<file path="config.mk">
export PLATFORM = sky130hd
export DESIGN_NAME = w_mux_arb
export DESIGN_NICKNAME = d
export VERILOG_FILES = /design/src/rtl/w_mux_arb.sv
export SDC_FILE = /design/constraint.sdc
export NUM_CORES = 1
export LEC_CHECK = 0
export CORE_MARGIN = 2
export CORE_UTILIZATION = 28
export DETAILED_ROUTE_END_ITERATION = 8
export PLACE_DENSITY = 0.89
export SYNTH_ARGS = -nofsm -noshare
export SYNTH_HDL_FRONTEND = slang
export SYNTH_SLANG_ARGS = --single-unit
</file>
<file path="constraint.sdc">
create_clock -name ACLK -period 2.6 [get_ports ACLK]
set_clock_uncertainty 0.15 [all_clocks]
set_input_delay 0.26 -clock ACLK [delete_from_list [all_inputs] [get_ports ACLK]]
set_output_delay 0.26 -clock ACLK [all_outputs]
set_load 0.01 [all_outputs]
</file>
<file path="src/rtl/w_mux_arb.sv">
// w_mux_arb: AXI write-data multiplexer steered by a FIFO of AW grants.
// Each granted master ID is queued in AW accept order. The head entry selects
// which master's W channel reaches the slave, and it is popped on its WLAST beat.
// Optional feature: define W_MUX_REG_SLICE_EN to place a 2-entry skid buffer
// between the selected master and the slave. This gives registered outputs and
// removes the combinational WREADY path.
module w_mux_arb #(
  parameter int NUM_M  = 2,
  parameter int DATA_W = 32,
  parameter int QDEPTH = 4,
  localparam int STRB_W = DATA_W / 8,
  localparam int MID_W  = $clog2(NUM_M)
) (
  input  logic                      ACLK,
  input  logic                      ARESET,
  input  logic                      aw_push,
  input  logic [MID_W-1:0]          aw_mid,
  output logic                      aw_full,
  input  logic [NUM_M*DATA_W-1:0]   WDATA_M,
  input  logic [NUM_M*STRB_W-1:0]   WSTRB_M,
  input  logic [NUM_M-1:0]          WLAST_M,
  input  logic [NUM_M-1:0]          WVALID_M,
  output logic [NUM_M-1:0]          WREADY_M,
  output logic [DATA_W-1:0]         WDATA,
  output logic [STRB_W-1:0]         WSTRB,
  output logic                      WLAST,
  output logic                      WVALID,
  input  logic                      WREADY,
  output logic                      busy
);
  localparam int PTR_W = $clog2(QDEPTH);
  localparam int CNT_W = PTR_W + 1;
  localparam logic [CNT_W-1:0] FULL_CNT = CNT_W'(QDEPTH);
  localparam logic [MID_W:0]   MID_LIM  = (MID_W + 1)'(NUM_M);

  logic [MID_W-1:0]  gq_mem [QDEPTH];
  logic [PTR_W-1:0]  rd_ptr;
  logic [PTR_W-1:0]  wr_ptr;
  logic [CNT_W-1:0]  count;
  logic [CNT_W-1:0]  count_nxt;
  logic              full_q;
  logic              active;
  logic              mid_ok;
  logic              push_ok;
  logic              pop;
  logic [MID_W-1:0]  head;
  logic [NUM_M-1:0]  head_hit;
  logic [DATA_W-1:0] sel_data;
  logic [STRB_W-1:0] sel_strb;
  logic              sel_last;
  logic              sel_valid;

  assign head    = gq_mem[rd_ptr];
  assign active  = (count != {CNT_W{1'b0}});
  assign mid_ok  = ({1'b0, aw_mid} < MID_LIM);
  // A push is refused when the queue is full, even if a pop happens in the same cycle.
  assign push_ok = aw_push & (count != FULL_CNT) & mid_ok;
  assign aw_full = full_q;

  // Select the head master's W channel with a one-hot AND-OR mux.
  always_comb begin
    head_hit  = {NUM_M{1'b0}};
    sel_data  = {DATA_W{1'b0}};
    sel_strb  = {STRB_W{1'b0}};
    sel_last  = 1'b0;
    sel_valid = 1'b0;
    for (int i = 0; i < NUM_M; i++) begin
      head_hit[i] = (head == MID_W'(i));
      sel_data    = sel_data | ({DATA_W{head_hit[i]}} & WDATA_M[i*DATA_W +: DATA_W]);
      sel_strb    = sel_strb | ({STRB_W{head_hit[i]}} & WSTRB_M[i*STRB_W +: STRB_W]);
      sel_last    = sel_last | (head_hit[i] & WLAST_M[i]);
      sel_valid   = sel_valid | (head_hit[i] & WVALID_M[i]);
    end
  end

  // Compute the next queue occupancy. A push and a pop in the same cycle cancel out.
  always_comb begin
    case ({push_ok, pop})
      2'b10:   count_nxt = count + 1'b1;
      2'b01:   count_nxt = count - 1'b1;
      default: count_nxt = count;
    endcase
  end

  // Update the queue pointers, the occupancy count and the registered full flag.
  always_ff @(posedge ACLK or posedge ARESET) begin
    if (ARESET) begin
      rd_ptr <= {PTR_W{1'b0}};
      wr_ptr <= {PTR_W{1'b0}};
      count  <= {CNT_W{1'b0}};
      full_q <= 1'b0;
    end else begin
      if (push_ok) wr_ptr <= wr_ptr + 1'b1;
      if (pop)     rd_ptr <= rd_ptr + 1'b1;
      count  <= count_nxt;
      full_q <= (count_nxt == FULL_CNT);
    end
  end

  // Store accepted grant IDs. The pointers wrap naturally because QDEPTH is a power of 2.
  always_ff @(posedge ACLK or posedge ARESET) begin
    if (ARESET) begin
      for (int i = 0; i < QDEPTH; i++) gq_mem[i] <= {MID_W{1'b0}};
    end else if (push_ok) begin
      gq_mem[wr_ptr] <= aw_mid;
    end
  end

`ifdef W_MUX_REG_SLICE_EN
  logic [DATA_W-1:0] sl_data [2];
  logic [STRB_W-1:0] sl_strb [2];
  logic [1:0]        sl_last;
  logic [1:0]        sl_cnt;
  logic              sl_rd;
  logic              sl_wr;
  logic              in_ready;
  logic              in_fire;
  logic              out_valid;
  logic              out_fire;

  assign in_ready  = active & (sl_cnt != 2'd2);
  assign in_fire   = in_ready & sel_valid;
  assign out_valid = (sl_cnt != 2'd0);
  assign out_fire  = out_valid & WREADY;
  // The grant is retired as soon as its last beat is captured by the buffer.
  assign pop       = in_fire & sel_last;
  assign busy      = active | out_valid;

  // Hold up to two beats so the selected master can stream at full rate.
  always_ff @(posedge ACLK or posedge ARESET) begin
    if (ARESET) begin
      sl_data[0] <= {DATA_W{1'b0}};
      sl_data[1] <= {DATA_W{1'b0}};
      sl_strb[0] <= {STRB_W{1'b0}};
      sl_strb[1] <= {STRB_W{1'b0}};
      sl_last    <= 2'b00;
      sl_cnt     <= 2'd0;
      sl_rd      <= 1'b0;
      sl_wr      <= 1'b0;
    end else begin
      if (in_fire) begin
        sl_data[sl_wr] <= sel_data;
        sl_strb[sl_wr] <= sel_strb;
        sl_last[sl_wr] <= sel_last;
        sl_wr          <= ~sl_wr;
      end
      if (out_fire) sl_rd <= ~sl_rd;
      case ({in_fire, out_fire})
        2'b10:   sl_cnt <= sl_cnt + 2'd1;
        2'b01:   sl_cnt <= sl_cnt - 2'd1;
        default: sl_cnt <= sl_cnt;
      endcase
    end
  end

  // Feed the slave from the buffer. A master sees only whether the buffer has space.
  always_comb begin
    WREADY_M = head_hit & {NUM_M{in_ready}};
    if (out_valid) begin
      WVALID = 1'b1;
      WDATA  = sl_data[sl_rd];
      WSTRB  = sl_strb[sl_rd];
      WLAST  = sl_last[sl_rd];
    end else begin
      WVALID = 1'b0;
      WDATA  = {DATA_W{1'b0}};
      WSTRB  = {STRB_W{1'b0}};
      WLAST  = 1'b0;
    end
  end
`else
  assign pop  = active & sel_valid & WREADY & sel_last;
  assign busy = active;

  // Pass the head master straight through. Drive all outputs to zero when no grant is queued.
  always_comb begin
    if (active) begin
      WREADY_M = head_hit & {NUM_M{WREADY}};
      WVALID   = sel_valid;
      WDATA    = sel_data;
      WSTRB    = sel_strb;
      WLAST    = sel_last;
    end else begin
      WREADY_M = {NUM_M{1'b0}};
      WVALID   = 1'b0;
      WDATA    = {DATA_W{1'b0}};
      WSTRB    = {STRB_W{1'b0}};
      WLAST    = 1'b0;
    end
  end
`endif

endmodule

</file>
Yosys cells after proc, flatten, opt, wreduce, memory -nomap -nowiden
Cells that the tools add are included.

Add/sub/neg operators: 4. Reductions and logical operators: 2. Eq/ne operators: 4. Muxes and demuxes: 12. Magnitude comparators: 3. Bitwise operators: 20.

Operator list (count): $and A32 B32 Y32 (2); $mux W32 (1); $or A32 B32 Y32 (1); $and A1 B1 Y1 (8); $and A4 B4 Y4 (2); $ge A3 B3 Y1 const B (2); $not A2 Y3 (2); $pmux W3 S2 (1); $mux W1 (5); $add A2 B1 Y2 const B (2); $bwmux W4 (1); $mux W4 (1); $or A4 B4 Y4 (1); $add A3 B1 Y3 const B (1); $eq A3 B3 Y1 const B (1); $lt A3 B1 Y1 const B (1); $ne A3 B3 Y1 const B (1); $reduce_bool A3 Y1 (1); $sub A3 B1 Y3 const B (1); $and A2 B2 Y2 (1); $bmux W1 S2 (1); $demux W1 S2 (1); $eq A2 B1 Y1 const B (1); $eq A2 B2 Y1 const B (1); 4 further kinds (5).

Bits in registers: 12. Bits of input ports: 81.

Longest topological paths before layout
Word-level depth: 13. Mapped depth: 11.

Worst setup path before layout
No wires, ideal clock.

Path type: reg2reg. Start: register rd_ptr[0]. End: register full_q, in the netlist aw_full. Slack: -0.139 ns. Required time: 2.362 ns. Stages on the path, launching flop included: 12. Arrival: 2.501 ns. Cells stage by stage: dfrtp_1 mux4_2 buf_6 buf_6 a31oi_1 nor2_1 ha_1 fa_1 xnor2_1 nor2_1 xor2_1 nor3b_1.

Cells in the longest elaborated chain, start to end: 13.

RTL lines: start, declared (line 37) `logic [PTR_W-1:0] rd_ptr;`; start signal, assigned (line 88) `rd_ptr <= {PTR_W{1'b0}};`; start signal, assigned (line 94) `if (pop) rd_ptr <= rd_ptr + 1'b1;`; $not A2 Y3 (implied by the code) (*) (line 53) `assign head = gq_mem[rd_ptr];`; $bmux W1 S2 (*) (line 53); $mux W1 (implied by the code) (*) (2 in series) (line 53); $not A1 Y1 (line 68) `head_hit[i] = (head == MID_W'(i));`; $and A1 B1 Y1 (line 72) `sel_valid = sel_valid | (head_hit[i] & WVALID_M[i]);`; $or A1 B1 Y1 (line 72); $and A1 B1 Y1 (2 in series) (line 172) `assign pop = active & sel_valid & WREADY & sel_last;`; $and A1 B1 Y1 (*) (line 172); $eq A2 B1 Y1 or $eq A2 B2 Y1 (tied branches) (line 78) `case ({push_ok, pop})`; $pmux W3 S2 (*) (line 78); net count_nxt[2] (line 40) `logic [CNT_W-1:0] count_nxt;`; $eq A3 B3 Y1 (*) (line 96) `full_q <= (count_nxt == FULL_CNT);`; end signal, assigned (line 96); end, declared (line 41) `logic full_q;`.

The timed path passes the listed nets; every way through them passes the cells marked *. The select of a mux whose other input is x is not followed. A chain may end at the register's enable or synchronous reset.

Worst setup path after layout
Ends and elaborated chain as after synthesis.

==> metrics.csv <==
stage;metric;value;unit
outcome;status;finished, violations left;
outcome;violations;negative setup slack;
worst_hold_path;hp-class;input pin to asynchronous set/reset pin;
floorplanning;pin_count;123;
critical_path;worst_setup_path_end_kind;register;
timing;fmax;381;MHz
yosys;synth_nets;232;
global_routing;grt_pass1_vias;1436;
routing;wl_per_cell;14.4;um
pwr;switchingPower;1.30;mW
timing;period_needed;2.63;ns
yosys;synth.area.top_cells;mux2i_1, dfrtp_1, nor2_1, ha_1, buf_12;
global_routing;grt_antenna_before_repair;0;
yosys;seq_area_frac_synth;23.1;%
yosys;synth_top_cell_area_share;31.5;%
global_routing;gr-total-overflow;0;
yosys;synth-edff-count;0;
place;port_buffers;122;
global_routing;grt_max_degree;39;
timing;fin_ws;-0.0275;ns
critical_path;cp_max_fo;4;
clock_tree;numCtsBuffers;3;
routing;finalWirelength;4570;um
pwr;seqPwrFrac;12.5;%
yosys;yosys_warnings;0;
timing;slew_viol_final;0;
clock_tree;clock_latency;0.24;ns
floorplanning;dieHeight;72.2;um
floorplanning;num_rows;24;
yosys;synth_area_per_cell;8.98;um^2
pwr;combPwrFrac;80.8;%
routing;drt-vias-per-instance;4.58;
routing;drcViolationCount;0;
global_routing;track_usage;16.5;%
timing;post-route-period-util;101;%
pwr;p_int;1.74;mW
clock_tree;cts.sinks;12;
pwr;pwr-share-clk;6.7;%
floorplanning;fp.coreArea;4410;um^2
yosys;ys_seq_elements;12;
place;dpl_worst_slack;0.0286;ns
routing;antenna_left;0;
timing;hold_ws;0.170;ns
yosys;yosys.area.top_type;mux2i_1;
pwr;static-leakage-power;1.31;nW
floorplanning;initial_utilization;29.5;%
job;maxCapViolCount;0;
yosys;synthCells;145;
place;place.gp.congestion;0.760;
critical_path;worst-endpoint-required;2.61;ns
clock_tree;cts_tree;built;
finish;final_common_cell;clkdlybuf4s50_1;
critical_path;crit_type;register to register;
clock_tree;cts_setup_buffers;0;
yosys;netlist_area;1300;um^2
finish;drive_gt1_share;8.27;%
floorplanning;die_w;72.2;um
routing;vias;1455;
timing;rsz0062_at_grt;yes;
routing;drtPass1Iterations;4;
pwr;power_density;1160;nW/um^2
yosys;postSynth.asyncResetShare;100;%
clock_tree;cts-htree-levels;1;
pwr;max-vdd-ir-drop;0.000603;V
place;place_hpwl;3750;um
timing;maxSlewHeadroom;69.7;%
timing;hold_violations;0;
finish;layout_common_cells;clkdlybuf4s50_1, nor2_1, mux2i_1;
critical_path;rr_worst_depth;8;
routing;drtIter0Drc;23;
floorplanning;dieArea;5210;um^2
clock_tree;clk_path_buf_depth;2;
clock_tree;clk_pin_slew_worst_paths;0.05;ns
finish;area_growth;101;%
critical_path;crit_arrival;2.64;ns
timing;setup_viol;6;
pwr;swShare;42.8;%
global_routing;grt_pass1_wl;6870;um
critical_path;startpoint_type;register;
finish;nFillCells;384;
timing;worst_slew_pin_slew;0.454;ns
finish;n_antenna_cell;0;
yosys;ys.flop_type;dfrtp_1;
critical_path;r2r-start;rd_ptr[0]$_DFFE_PP0P_;
clock_tree;cts_root_buffer;clkbuf_8;
yosys;yosysUniqueCellTypes;22;
critical_path;cp-startpoint;rd_ptr[0]$_DFFE_PP0P_;
finish;final_net_count;354;
## cells in the mapped netlist (all sizes together), types with 2 or more instances
master / number
dfrtp: 12
xnor2: 3
nand2: 8
nor3b: 2
clkbuf: 4
ha: 5
mux2i: 41
mux2: 6
nor2: 44
a31oi: 2
buf: 5
xor2: 2
inv: 5
## layer usage
metal / track usage, % / wire length (um)
met1: 18.3 / 1700
met2: 29.8 / 2260
met3: 5.42 / 505
met4: 5.24 / 102
met5: 0 / 0
## sequential cells by signal, summed over array words and instances (netlist names)
name     cells
gq_mem       4
count        3
rd_ptr       2
wr_ptr       2
aw_full      1
## through the flow
stage          util [%]  cell area [um^2]  power (mW)  cells  setup TNS (ns)
2_1_floorplan         -              1320        2.06    145       -0.000402
3_3_place_gp       57.5              2540        2.93    314               0
3_5_place_dp       57.5              2540        2.98    314               0
4_1_cts            58.5              2580        3.11    318          -0.115
5_1_grt            59.3              2620        3.26    318          -0.916
6_report           59.3              2620        3.04    318         -0.0662
## kinds of logic (layout without fill, tap and decap cells)
group,after synthesis,in the layout,synth area share [%]
xor gates and xnor gates,5,5,3.36
AOI/OAI and AO/OA,4,4,2.21
DFF,12,12,23.1
muxes,48,48,38.7
buffers and inverters,14,135,8.93
adders and majority gates,6,6,6.34
and+or+nand+nor,56,56,17.4
## power by group through the flow
stage,logic (mW),registers [mW],clock network (mW)
floorplan,1.71,0.358,0
global placement,2.55,0.377,0
detailed placement,2.60,0.383,0
CTS,2.51,0.382,0.209
global route,2.65,0.395,0.217
finish,2.46,0.381,0.204
## cell type report
type | instances | area, um^2 | area share [%]
Clock buffer | 4 | 55.1 | 2.10
Multi-Input combinational cell | 119 | 907 | 34.6
Inverter | 5 | 18.8 | 0.717
Timing Repair Buffer | 126 | 1270 | 48.6
Sequential cell | 12 | 300 | 11.5
Tap cell | 52 | 65.1 | 2.48
## what timing repair did
item / in CTS / in global routing
gates cloned: 0 / 0
hold buffers: 0 / 0
pin swaps: 0 / 0
gates resized for setup: 24 / 13
setup endpoints to repair: 38 / 19
## critical path, stage by stage (launching register included)
cell and delay [ns]:
dfrtp_1 0.38, mux4_2 0.59, nor2_1 0.15, a31oi_2 0.06
nor2_1 0.11, ha_2 0.21, fa_2 0.43, mux2_2 0.29
nor3b_2 0.16
## worst paths after layout
path | end | slack [ns]
worst max-delay path | aw_full$_DFF_PP0_ | -0.03
worst min-delay path | gq_mem[0]$_DFFE_PP0P_ | 0.17
worst max register to register | aw_full$_DFF_PP0_ | -0.03
worst min register to register | gq_mem[2]$_DFFE_PP0P_ | 0.39
max in group asynchronous | gq_mem[1]$_DFFE_PP0P_ | 1.82
min in group ACLK | gq_mem[2]$_DFFE_PP0P_ | 0.39
Power figures use the tool's default switching activity.
==> variant 1, RTL diff (same settings) <==
Add a define of `W_MUX_REG_SLICE_EN`.
--- a/src/rtl/w_mux_arb.sv
+++ b/src/rtl/w_mux_arb.sv
@@ -5,4 +5,6 @@
 // between the selected master and the slave. This gives registered outputs and
 // removes the combinational WREADY path.
+`define W_MUX_REG_SLICE_EN
+
 module w_mux_arb #(
   parameter int NUM_M  = 2,
Formal check against the unedited RTL: not equivalent (a bounded check fails within 4 cycles, from zero or initial values and one cycle with ARESET high).
==> variant 1 against the unedited design <==
Worst setup slack gained 33 ps. Non-clock buffer count increased by 15. Design area grew to 2.5 times the old value. Utilization down 19 points. Die area increased to 3.4 times the old value. Synthesized cell count increased by 140%. Synthesized area rose to 3.6 times the old value. Sequential cell count up 78. Sequential share of layout area is 23 points higher. Wire length increased by 130%. Total power increased to 3.2 times the old value. Combinational power increased by 130%. Cell count is 120% higher. Critical endpoint unchanged. Largest cell class is now multi-input combinational cells. Largest power group unchanged. Highest routed layer unchanged.
==> variant 1: results <==
metrics = {
    "logic_synthesis": {
        "ys.flop_type": "dfrtp_1",
        "ys_seq_area_share_pct": 48.1,
        "ys_ff_latch": 90,
        "synthesis.nets": 441,
        "ys_top_cells_by_count": "dfrtp_1 (90), mux2_2 (86), nor2_1 (42)",
        "synth.distinct_cells": 26,
        "yosys_warnings": 0,
        "synth_area_leaders": "dfrtp_1 (48%), mux2_2 (21%), mux2_4 (9.9%)",
    },
    "worst_setup_path": {
        "crit_end": "aw_full$_DFF_PP0_",
        "r2r_setup_slack_ps": 6,
        "critPathMaxFanout": 2,
        "r2r.worst_path.cells": 9,
    },
    "global_routing": {
        "grt_max_degree": 91,
        "grt_usage_pct": 12.5,
        "grt_pass1_wl_mm": 17.6,
        "grt_pass1_vias": 3407,
        "antenna_found_initial": 0,
        "grt_overflow": 0,
    },
    "layout": {
        "nNetsFinal": 574,
        "drive_gt1_share_pct": 33.4,
        "nFillCells": 1574,
        "top_regs": "sl_data (64), sl_strb (8), gq_mem (4)",
        "antenna_cells": 0,
    },
    "timing": {
        "worst_pin_slew_ps": 495,
        "max_freq_mhz": 385,
    },
    "hold_path": {
        "hp-class": "in2async",
    },
    "route": {
        "wl_per_cell_um": 15.0,
        "firstDrtPassIters": 4,
        "vias": 3133,
        "drt_iter0_drc": 83,
    },
    "clock_network": {
        "cts-buffers-inserted": 9,
        "insertion_delay_ps": 340,
        "cts_root_buf": "clkbuf_16",
        "cts_htree_levels": 3,
        "path_clk_slew_ps": 70,
    },
    "power_and_ir_drop": {
        "leakagePower_nw": 2.86,
        "ir_drop_v": 0.000673,
    },
    "placement": {
        "place_congestion": 0.687,
        "pre_cts_ws_ps": -39.4,
        "dp_hpwl_mm": 7.51,
        "numPortBuffers": 122,
    },
    "status": {
        "status": "finished clean",
    },
}
==> variant 1: stage by stage <==
step | instances | hold slack [ps] | power, mW | instance area (um2)
floorplan | 353 | 260 | 6.21 | 4700
global placement | 692 | 331 | 8.14 | 6270
detailed placement | 692 | 343 | 8.30 | 6270
CTS | 710 | 283 | 9.68 | 6590
global route | 711 | 299 | 10.2 | 6620
finish | 711 | 265 | 9.59 | 6620
==> variant 1: cells by family (layout without fill, tap and decap cells) <==
| family | count (synthesis) | after routing | share of synthesized area (%) |
|---|---|---|---|
| buf+inv | 26 | 164 | 2.81 |
| simple gates | 59 | 59 | 5.24 |
| xor+xnor | 11 | 11 | 2.06 |
| fa+ha+maj | 7 | 7 | 2.03 |
| compound gates | 4 | 4 | 0.534 |
| mux | 156 | 156 | 39.2 |
| flops | 90 | 90 | 48.1 |
==> variant 1: worst min-delay path by stage <==
stage	startpoint	end	slack [ps]
floorplan	aw_mid	gq_mem[0]$_DFFE_PP0P_	260
global placement	rd_ptr[1]$_DFFE_PP0P_	rd_ptr[1]$_DFFE_PP0P_	330
detailed placement	gq_mem[0]$_DFFE_PP0P_	gq_mem[0]$_DFFE_PP0P_	340
CTS	ARESET	sl_data[35]$_DFFE_PP0P_	280
global route	ARESET	sl_data[7]$_DFFE_PP0P_	300
finish	ARESET	sl_data[35]$_DFFE_PP0P_	270
==> variant 1: repair_timing <==
| item | in CTS | in global routing |
|---|---|---|
| resized for setup | 3 | 9 |
| setup endpoints to repair | 3 | 26 |
| gates cloned | 0 | 0 |
| pin swaps | 3 | 1 |
| buffers inserted | 2 | 1 |
==> variant 1: area by class of cell <==
| cell class | count | area share, % |
|---|---|---|
| inverters | 7 | 0.453 |
| flip-flops and latches | 90 | 34.0 |
| well taps | 220 | 4.16 |
| clock inverters | 7 | 1.17 |
| repair buffers | 141 | 21.5 |
| multi-input cells | 237 | 35.3 |
| clock buffers | 9 | 3.40 |
==> variant 1: report_power, final <==
group          internal, mW  switching (mW)
Sequential             2.16           0.468
Clock                 0.753           0.567
Combinational          3.34            2.30
==> variant 1: critical path: stages, from the launching register on <==
cell and delay, ps:
dfrtp_1 370, mux4_2 540, mux2i_2 180, and2_4 170, ha_2 190, fa_2 330, xnor2_1 170, nor2_1 70
xor2_1 160, nor3b_2 150
==> variant 1: metal layers <==
layer / up-vias / routed length (um) / track usage, %
li1: 1489 / - / -
met1: 1556 / 4840 / 15.6
met2: 76 / 5200 / 21.6
met3: 12 / 502 / 2.97
met4: 0 / 140 / 4.08
met5: - / 0 / 0
==> variant 2, RTL diff (same flow settings) <==
Without the edit above. The parameter `QDEPTH` goes from 4 to 2.
--- a/src/rtl/w_mux_arb.sv
+++ b/src/rtl/w_mux_arb.sv
@@ -8,5 +8,5 @@
   parameter int NUM_M  = 2,
   parameter int DATA_W = 32,
-  parameter int QDEPTH = 4,
+  parameter int QDEPTH = 2,
   localparam int STRB_W = DATA_W / 8,
   localparam int MID_W  = $clog2(NUM_M)
Behaviour: not the same (Yosys sat finds a counterexample within 4 cycles, from zero or initial values and one cycle with ARESET high).
==> variant 2 against the unedited design <==
Worst hold slack lost 84 ps. Highest routed layer unchanged. Synthesized area shrank 32%. Synthesized cell count grew 8.3%. Total power shrank 12%. Critical path depth shrank 3. Wire length shrank 14%. Worst setup slack gained 220 ps. Sequential cell count shrank 5. Global-route usage grew 3.6 points. Design area shrank 16%. Sequential share of layout area shrank 3.5 points. Largest cell class unchanged. Non-clock buffer count grew 1.
==> variant 2: results <==
metrics = {
    "layout": {
        "finalCoreUtilization_pct": 72.9,
        "top_regs": "count (2), gq_mem (2)",
        "buffer_area_share_pct": 58.2,
        "final-clk-cell-share_pct": 1.19,
        "stdcell_count": 320,
        "nFillCells": 267,
        "seq_share_pct": 7.94,
        "n_all_buffers": 127,
        "multi_input_cells": 133,
    },
    "power_and_ir_drop": {
        "ir_drop_v": 0.000811,
        "sequentialPower_mw": 0.243,
        "internal-power_mw": 1.50,
    },
    "logic_synthesis": {
        "synth_compound_area_share_pct": 22.1,
        "yosys.area_share.adder_pct": 1.42,
        "yosys.area_share.xor_xnor_pct": 4.96,
        "synth_mux_area_share_pct": 7.65,
        "synthesis.nets": 239,
        "synthCells": 157,
        "ys_seq_area_share_pct": 19.8,
    },
    "route": {
        "drt_iter0_drc": 84,
        "route.met2.wl_mm": 1.97,
        "met3WireLength_um": 466,
        "wirelength_mm": 3.91,
    },
    "timing": {
        "maxSlewHeadroom_pct": 75.4,
    },
    "worst_setup_path": {
        "critPathMaxFanout": 30,
    },
    "status": {
        "status": "finished clean",
    },
    "placement": {
        "postPlaceCellArea_mm2": 0.00217,
    },
    "clock_network": {
        "postCtsResizedCells": 0,
    },
    "global_routing": {
        "grt_pass1_wl_mm": 5.68,
    },
}
[variant 2: cell types whose count changed after synthesis, moves of 4 or more]
cell / change
nand2_1: +65
ha_1: -4
mux2i_1: -38
nor2_1: -36
buf_2: +7
a21oi_1: +36
dfrtp_1: -5
[variant 2: path summary, 6_finish.rpt]
| path | start | depth (start not counted) | slack (ps) | end |
|---|---|---|---|---|
| setup / recovery | rd_ptr$_DFFE_PP0P_ | 5 | 190 | WDATA[11] |
| hold / removal | ARESET | 2 | 90 | count[1]$_DFF_PP0_ |
| setup reg to reg | rd_ptr$_DFFE_PP0P_ | 9 | 330 | aw_full$_DFF_PP0_ |
| hold reg to reg | wr_ptr$_DFFE_PP0P_ | 1 | 360 | wr_ptr$_DFFE_PP0P_ |
| max in group asynchronous | ARESET | 2 | 2000 | rd_ptr$_DFFE_PP0P_ |
| min in group ACLK | wr_ptr$_DFFE_PP0P_ | 1 | 360 | wr_ptr$_DFFE_PP0P_ |
